<file path="src/rtl/axis_pkg.sv">
// Shared route and state encodings for the packet-aware stream demultiplexer.
package axis_pkg;

   localparam logic ROUTE_0 = 1'b0;
   localparam logic ROUTE_1 = 1'b1;

   typedef enum logic {
      ST_SOP  = 1'b0,
      ST_BODY = 1'b1
   } state_t;

endpackage

</file>
<file path="src/rtl/axis_skid.sv">
// Two-entry skid buffer: a main output register plus one skid register.
// The input ready is a flop that is high exactly when the skid register is
// empty, so no combinational path runs from out_ready to in_ready.
module axis_skid #(
   parameter int W = 513
) (
   input  logic         clk,
   input  logic         reset,
   input  logic [W-1:0] in_data,
   input  logic         in_valid,
   output logic         in_ready,
   output logic [W-1:0] out_data,
   output logic         out_valid,
   input  logic         out_ready
);

   logic [W-1:0] main_data_q, main_data_d;
   logic         main_valid_q, main_valid_d;
   logic [W-1:0] skid_data_q, skid_data_d;
   logic         skid_valid_q, skid_valid_d;
   logic         ready_q, ready_d;
   logic         in_hs_s;

   // Ready is forced low while reset is asserted; the flop itself resets to
   // "skid empty" so the buffer accepts on the first cycle after reset.
   assign in_ready  = ready_q & ~reset;
   assign out_data  = main_data_q;
   assign out_valid = main_valid_q;

   // Next-state for main/skid registers: refill main from skid first to keep order.
   always_comb begin
      main_data_d  = main_data_q;
      main_valid_d = main_valid_q;
      skid_data_d  = skid_data_q;
      skid_valid_d = skid_valid_q;
      in_hs_s      = in_valid & ready_q;
      if (!main_valid_q || out_ready) begin
         // Main register is free (empty or draining this cycle).
         if (skid_valid_q) begin
            main_data_d  = skid_data_q;
            main_valid_d = 1'b1;
            skid_valid_d = 1'b0;
         end else if (in_hs_s) begin
            main_data_d  = in_data;
            main_valid_d = 1'b1;
         end else begin
            main_valid_d = 1'b0;
         end
      end else begin
         // Main register is stalled; an accepted beat parks in the skid slot.
         if (in_hs_s) begin
            skid_data_d  = in_data;
            skid_valid_d = 1'b1;
         end else begin
            skid_valid_d = skid_valid_q;
         end
      end
      ready_d = ~skid_valid_d;
   end

   // Register update with synchronous reset that empties both slots.
   always_ff @(posedge clk) begin
      if (reset) begin
         main_data_q  <= '0;
         main_valid_q <= 1'b0;
         skid_data_q  <= '0;
         skid_valid_q <= 1'b0;
         ready_q      <= 1'b1;
      end else begin
         main_data_q  <= main_data_d;
         main_valid_q <= main_valid_d;
         skid_data_q  <= skid_data_d;
         skid_valid_q <= skid_valid_d;
         ready_q      <= ready_d;
      end
   end

endmodule

</file>
<file path="src/rtl/axis_demux.sv">
// Packet-aware 1:2 stream demultiplexer. The route is taken from sel on the
// first beat of a packet and held until tlast; each output is registered
// through its own skid buffer so one blocked output never stalls the other's drain.
module axis_demux
   import axis_pkg::*;
#(
   parameter int DW = 512,
   parameter int CW = 32
) (
   input  logic          clk,
   input  logic          reset,
   input  logic          sel,
   input  logic [DW-1:0] axis_in_tdata,
   input  logic          axis_in_tlast,
   input  logic          axis_in_tvalid,
   output logic          axis_in_tready,
   output logic [DW-1:0] axis0_tdata,
   output logic          axis0_tlast,
   output logic          axis0_tvalid,
   input  logic          axis0_tready,
   output logic [DW-1:0] axis1_tdata,
   output logic          axis1_tlast,
   output logic          axis1_tvalid,
   input  logic          axis1_tready,
   output logic [CW-1:0] pkt_count0,
   output logic [CW-1:0] pkt_count1,
   output logic          in_packet
);

   localparam logic [CW-1:0] CNT_ONE = {{(CW-1){1'b0}}, 1'b1};

   state_t        state_q, state_d;
   logic          route_q, route_d;
   logic [CW-1:0] cnt0_q, cnt0_d;
   logic [CW-1:0] cnt1_q, cnt1_d;
   logic          route_s;
   logic          in_hs_s;
   logic          rdy0_s, rdy1_s;
   logic          vld0_s, vld1_s;

   // Current route: live sel at start of packet, latched route inside a packet.
   always_comb begin
      if (state_q == ST_SOP) begin
         route_s = sel;
      end else begin
         route_s = route_q;
      end
   end

   // Steer valid to the routed buffer only and take ready from that buffer.
   always_comb begin
      vld0_s = 1'b0;
      vld1_s = 1'b0;
      if (route_s == ROUTE_1) begin
         vld1_s         = axis_in_tvalid;
         axis_in_tready = rdy1_s;
      end else begin
         vld0_s         = axis_in_tvalid;
         axis_in_tready = rdy0_s;
      end
      in_hs_s = axis_in_tvalid & axis_in_tready;
   end

   // Packet FSM and per-route end-of-packet counters.
   always_comb begin
      state_d = state_q;
      route_d = route_q;
      cnt0_d  = cnt0_q;
      cnt1_d  = cnt1_q;
      case (state_q)
         ST_SOP: begin
            if (in_hs_s && !axis_in_tlast) begin
               state_d = ST_BODY;
               route_d = sel;
            end else begin
               state_d = ST_SOP;
            end
         end
         ST_BODY: begin
            if (in_hs_s && axis_in_tlast) begin
               state_d = ST_SOP;
            end else begin
               state_d = ST_BODY;
            end
         end
         default: begin
            state_d = ST_SOP;
         end
      endcase
      if (in_hs_s && axis_in_tlast) begin
         if (route_s == ROUTE_1) begin
            cnt1_d = cnt1_q + CNT_ONE;
         end else begin
            cnt0_d = cnt0_q + CNT_ONE;
         end
      end else begin
         cnt0_d = cnt0_q;
         cnt1_d = cnt1_q;
      end
   end

   // FSM, latched route and counter registers; reset abandons any open packet.
   always_ff @(posedge clk) begin
      if (reset) begin
         state_q <= ST_SOP;
         route_q <= ROUTE_0;
         cnt0_q  <= '0;
         cnt1_q  <= '0;
      end else begin
         state_q <= state_d;
         route_q <= route_d;
         cnt0_q  <= cnt0_d;
         cnt1_q  <= cnt1_d;
      end
   end

   assign pkt_count0 = cnt0_q;
   assign pkt_count1 = cnt1_q;
   assign in_packet  = (state_q == ST_BODY);

   axis_skid #(.W(DW + 1)) u_skid0 (
      .clk       (clk),
      .reset     (reset),
      .in_data   ({axis_in_tlast, axis_in_tdata}),
      .in_valid  (vld0_s),
      .in_ready  (rdy0_s),
      .out_data  ({axis0_tlast, axis0_tdata}),
      .out_valid (axis0_tvalid),
      .out_ready (axis0_tready)
   );

   axis_skid #(.W(DW + 1)) u_skid1 (
      .clk       (clk),
      .reset     (reset),
      .in_data   ({axis_in_tlast, axis_in_tdata}),
      .in_valid  (vld1_s),
      .in_ready  (rdy1_s),
      .out_data  ({axis1_tlast, axis1_tdata}),
      .out_valid (axis1_tvalid),
      .out_ready (axis1_tready)
   );

endmodule

</file>
<file path="config.mk">
export PLATFORM = sky130hd
export DESIGN_NAME = axis_demux
export DESIGN_NICKNAME = d
export VERILOG_FILES = /design/src/rtl/axis_pkg.sv /design/src/rtl/axis_skid.sv /design/src/rtl/axis_demux.sv
export SDC_FILE = /design/constraint.sdc
export NUM_CORES = 2
export LEC_CHECK = 0
export CAP_MARGIN = 15
export CELL_PAD_IN_SITES_DETAIL_PLACEMENT = 0
export CELL_PAD_IN_SITES_GLOBAL_PLACEMENT = 1
export CORE_AREA = 2 2 624 626
export CTS_CLUSTER_SIZE = 28
export DETAILED_ROUTE_END_ITERATION = 10
export DIE_AREA = 0 0 626 628
export DONT_BUFFER_PORTS = 1
export GPL_TIMING_DRIVEN = 0
export PLACE_DENSITY_LB_ADDON = 0.1
export SLEW_MARGIN = 20
export SYNTH_ARGS = -nofsm -noshare
export SYNTH_HDL_FRONTEND = slang
export SYNTH_SLANG_ARGS = --single-unit
</file>
<file path="constraint.sdc">
create_clock -name clk -period 2.1 [get_ports clk]
set_input_delay 0.315 -clock clk [delete_from_list [all_inputs] [get_ports clk]]
set_output_delay 0.315 -clock clk [all_outputs]
set_load 0.02 [all_outputs]
</file>
== After elaboration in Yosys (flattened, before gate mapping) ==
Index checks and enable logic that the tools add are counted.

* $add $sub $neg: 2
* Multipliers: 0
* Div/mod/pow operators: 0
* Magnitude comparators: 0
* Equality and inequality tests: 0
* Shift-type cells: 0
* Mux-type cells: 19
* Bitwise gates (word level): 12
* Reductions and logical operators: 16

{| class="wikitable"
|+ Operator list
! kind !! number
|-
| $mux 513 || 4
|-
| $add 32x1->32 const B || 2
|-
| $mux 1 || 14
|-
| $reduce_and 2->1 || 7
|-
| $not 1->1 || 7
|-
| $and 1x1->1 || 5
|-
| $reduce_bool 2->1 || 2
|-
| $logic_not 1->1 || 3
|-
| $logic_and 1x1->1 || 2
|-
| $logic_or 1x1->1 || 2
|-
| $pmux 1 s2 || 1
|}

* Register bits after elaboration: 2,124
* Latch bits: 0
* RAM bits: 0
* Bits in read-only memories: 0
* Input port bits: 519
* Output and inout bits: 1,094
* Word-level logic and storage cells: 63
* Memories: 0

== Longest topological paths before layout ==
* Depth in word-level cells: 7
* Depth in mapped cells: 8
* Depth with buffers taken out: 6

== Hierarchy ==
A second synthesis with hierarchy kept.

* Cells, all modules: 9,545
* Area, all modules: 89,809.9 sq um

{| class="wikitable"
|+ Modules (own cells, without submodules)
! module !! instances !! cells each !! area each (sq um) !! seq. area each (sq um)
|-
| axis_skid || 2 || 4,573 || 43,234.0 || 20,599.8
|-
| axis_demux || 1 || 399 || 3,342.0 || 1,321.3
|}

== Worst setup path after synthesis ==
Ideal clock, no wire load.

* Kind: register to register
* From: register with a tool-made name
* To: register u_skid0.main_data_q[456], in the netlist u_skid0.out_data[456]
* Setup time: 0.140 ns
* Arrival: 1.886 ns
* Required time: 1.960 ns
* Path slack: 0.074 ns
* Cell stages (with the launch flop): 8
* Buffers on the path: 3
* Clock period less this slack: 2.026 ns
* Cells stage by stage: dfxtp_1 > mux2i_4 > a21oi_4 > nor2_4 > buf_2 > buf_2 > buf_2 > a211oi_2

{| class="wikitable"
|+ RTL lines
! element !! RTL line !! RTL
|-
| to (signal assigned) || axis_skid.sv:70 || <nowiki>main_data_q <= main_data_d;</nowiki>
|-
| to (decl) || axis_skid.sv:17 || <nowiki>logic [W-1:0] main_data_q, main_data_d;</nowiki>
|}

==> out/qor.txt <==
status: complete, but fails checks
failing checks: setup timing
largest net degree at the start of global routing: 17
CP bufs+invs: 0
I/O Buffers: 0
CP Capture Type: output pin
first-pass GRT wire length: 607000 µm
Iter 0 DRT Violations: 3782
Crit path largest cell delay: 0.43 ns
fmax: 403 MHz
Int Power: 75700 µW
Area Growth Syn to Fin: 36.9%
Rel. slew slack: 23.0%
Residual DRC: 0
Final Critical Period: 2.48 ns
Worst EP required: 1.78 ns
Root Buffer: clkbuf_16
crit path cell chain: mux2_4 > mux2i_4 > nor2_4
slowest cell on the critical path: dfxtp_4
worst hold path class: input port to flip-flop
RSZ-0062 raised after global routing: true
cells on worst reg2reg path: 6
cells after synthesis: 9389
final estimated routing congestion in global placement: 0.853
PD cells: 940 mW/mm²
CTS buffer count: 280
Die H: 628 µm
period utilisation layout: 118%
Filler cells: 40.8k
critical path class: flip-flop to output pin
DP Wirelength: 339000 µm
CTS H-tree depth: 5
worst-margin pin slew: 1.16 ns
CP Max Fanout: 5
die width: 626 µm
wire per inst: 28.0 µm
clk_skew: 0.0529 ns
share of cells above drive strength 1: 18.9%
Max-Cap Viols: 0
FF/Latch Area: 0.0426 mm²
Clock Latency Late Sink: 0.93 ns
I/O pin count: 1613
CP Depth: 3
syn nets: 9910
vias per cell: 4.63
worst vdd ir: 542 µV
clk sinks: 2124
Final Hold Vio Count: 0
deepest clock path buffer count: 4
total number of vias: 73.5k
area of the multi-input gates: 0.0407 mm²
die area: 0.393 mm²
GR Overflow Total: 0
Pre-Repair DR Iteration Count: 6
P_leak: 0.0372 µW
Worst EP arrival: 2.17 ns
core area: 0.387 mm²
Final Max Tran Viols: 0
initial antenna violation count: 184
routed wire length: 445000 µm
vias in the first global route: 72.8k
Seq/Total Area, Yosys: 50.7%
Finished Core Util: 29.6%
Ys Warns: 0
Psw: 32200 µW
Synth cell types: 39
clock-pin transition on the worst setup and hold timing paths: 0.05 ns
switching part of the total: 29.8%
CTS tree: done
hold depth: 3
initial core utilization: 21.6%
CP Launch Type: flip-flop
most frequent cells in the layout: dfxtp_1, nand2_1, mux2i_1, a21oi_1, nor2_1
slack of the critical path: -0.383 ns
synthesized cell area: 0.0838 mm²
ANT nets after route: 0
kind of cell adding the most delay to the critical path: multiplexers
# rows: 229
clock power share: 45.1%
sequential share of power: 44.0%
Setup violations, final: 1957
Comb pwr share: 10.9%
nets: 10.9k
commonest non-fill, non-tap cell in the layout: dfxtp_1
Seq cells post-synth: 2124
worst hold slack: 0.158 ns
Place WS: -2.17 ns
Avg Inst Size Synth: 8.93 µm²
global-route usage over all layers: 21.7%
## cell type report
class / count / area share (%)
Sequential cell: 2124 / 37.1
Multi-Input combinational cell: 6446 / 35.5
Timing Repair Buffer: 750 / 8.10
Clock buffer: 420 / 7.16
Tap cell: 5197 / 5.67
Buffer: 798 / 5.52
Clock inverter: 73 / 0.834
Antenna cell: 60 / 0.131
Inverter: 8 / 0.0262
## through the flow
stage	total power [µW]	setup TNS [ns]	area, µm²	instances
final	108000	-243.42	115000	15900
after global routing	112000	-416.62	115000	15800
after CTS	109000	-461.72	112000	15800
after detailed placement	55400	-2899.24	90500	14600
after global placement	55300	-4555.49	90300	14600
after floorplan	51000	0	83800	9389
## cell usage after synthesis, drive strengths merged
cell type / instances / area share, %
a211oi: 1027 / 10
a21oi: 1048 / 6.3
a31oi: 1 / 0.015
and2: 5 / 0.037
and3: 9 / 0.067
and4: 5 / 0.052
and4b: 1 / 0.012
buf: 399 / 2.7
clkbuf: 412 / 1.8
dfxtp: 2124 / 51
ha: 2 / 0.030
inv: 8 / 0.036
mux2: 1 / 0.018
mux2i: 1029 / 12
nand2: 2078 / 9.3
nand2b: 1 / 0.0075
nand3: 25 / 0.15
nand4: 28 / 0.21
nand4b: 4 / 0.060
nor2: 1087 / 4.9
nor2b: 1 / 0.0075
nor3: 11 / 0.090
nor4: 3 / 0.022
o21ai: 15 / 0.090
o31ai: 2 / 0.018
or3: 15 / 0.11
or4: 2 / 0.018
xnor2: 6 / 0.063
xor2: 40 / 0.42
## worst min-delay path: stages
cell and delay (ns):
dlygate4sd3_1 0.60, nand2_1 0.08, a21oi_1 0.05
## registers in the layout, indices dropped and copies added, names as in the netlist, named ones only
| register | flops |
|---|---|
| u_skid1.skid_valid_q | 1 |
| u_skid1.out_data | 513 |
| route_q | 1 |
| pkt_count0 | 32 |
| pkt_count1 | 32 |
| u_skid0.ready_q | 1 |
| u_skid0.out_data | 513 |
| u_skid1.ready_q | 1 |
| u_skid0.skid_data_q | 513 |
| u_skid0.skid_valid_q | 1 |
| u_skid1.skid_data_q | 513 |
| u_skid0.out_valid | 1 |
| u_skid1.out_valid | 1 |
## worst paths after layout
path | start | to | slack [ns]
worst max-delay path | flip-flop | axis_in_tready | -0.38
worst min-delay path | axis_in_tdata[73] | u_skid1.skid_data_q[73] | 0.16
worst max register to register | flip-flop | pkt_count0[27] | -0.27
worst min register to register | u_skid0.skid_data_q[340] | u_skid0.skid_data_q[340] | 0.45
## cells by family after synthesis
| group | Yosys count | share of synthesized area, % |
|---|---|---|
| and+or+nand+nor | 3275 | 15.0 |
| DFF | 2124 | 50.7 |
| AOI/OAI and AO/OA | 2093 | 16.8 |
| muxes | 1030 | 12.3 |
| buffers and inverters | 819 | 4.54 |
| xor gates and xnor gates | 46 | 0.481 |
| adders and majority gates | 2 | 0.0299 |
## what timing repair did
item                                   in CTS  in global routing
hold buffers                              518                  0
resized for setup                        1198                669
setup buffers                             101                 57
gates cloned                               60                 19
setup endpoints to repair                2135               2109
endpoints found under the hold margin    2071                  0
pin swaps                                 264                 40
## routing by layer
metal	global-route usage, %	wire length [µm]	vias up
li1	-	-	34500
met1	24.4	174000	36200
met2	38.5	220000	2014
met3	6.34	31500	765
met4	7.44	18400	60
met5	0	377	-
## power by group through the flow
| stage | combinational, µW | clock, µW | sequential (µW) |
|---|---|---|---|
| after floorplan | 4930 | 0 | 46100 |
| after global placement | 7030 | 0 | 48200 |
| after detailed placement | 7120 | 0 | 48300 |
| after CTS | 11300 | 50200 | 47500 |
| after global routing | 12700 | 51800 | 47600 |
| final | 11800 | 48700 | 47400 |
No activity file was read; power rests on OpenSTA's default activity.
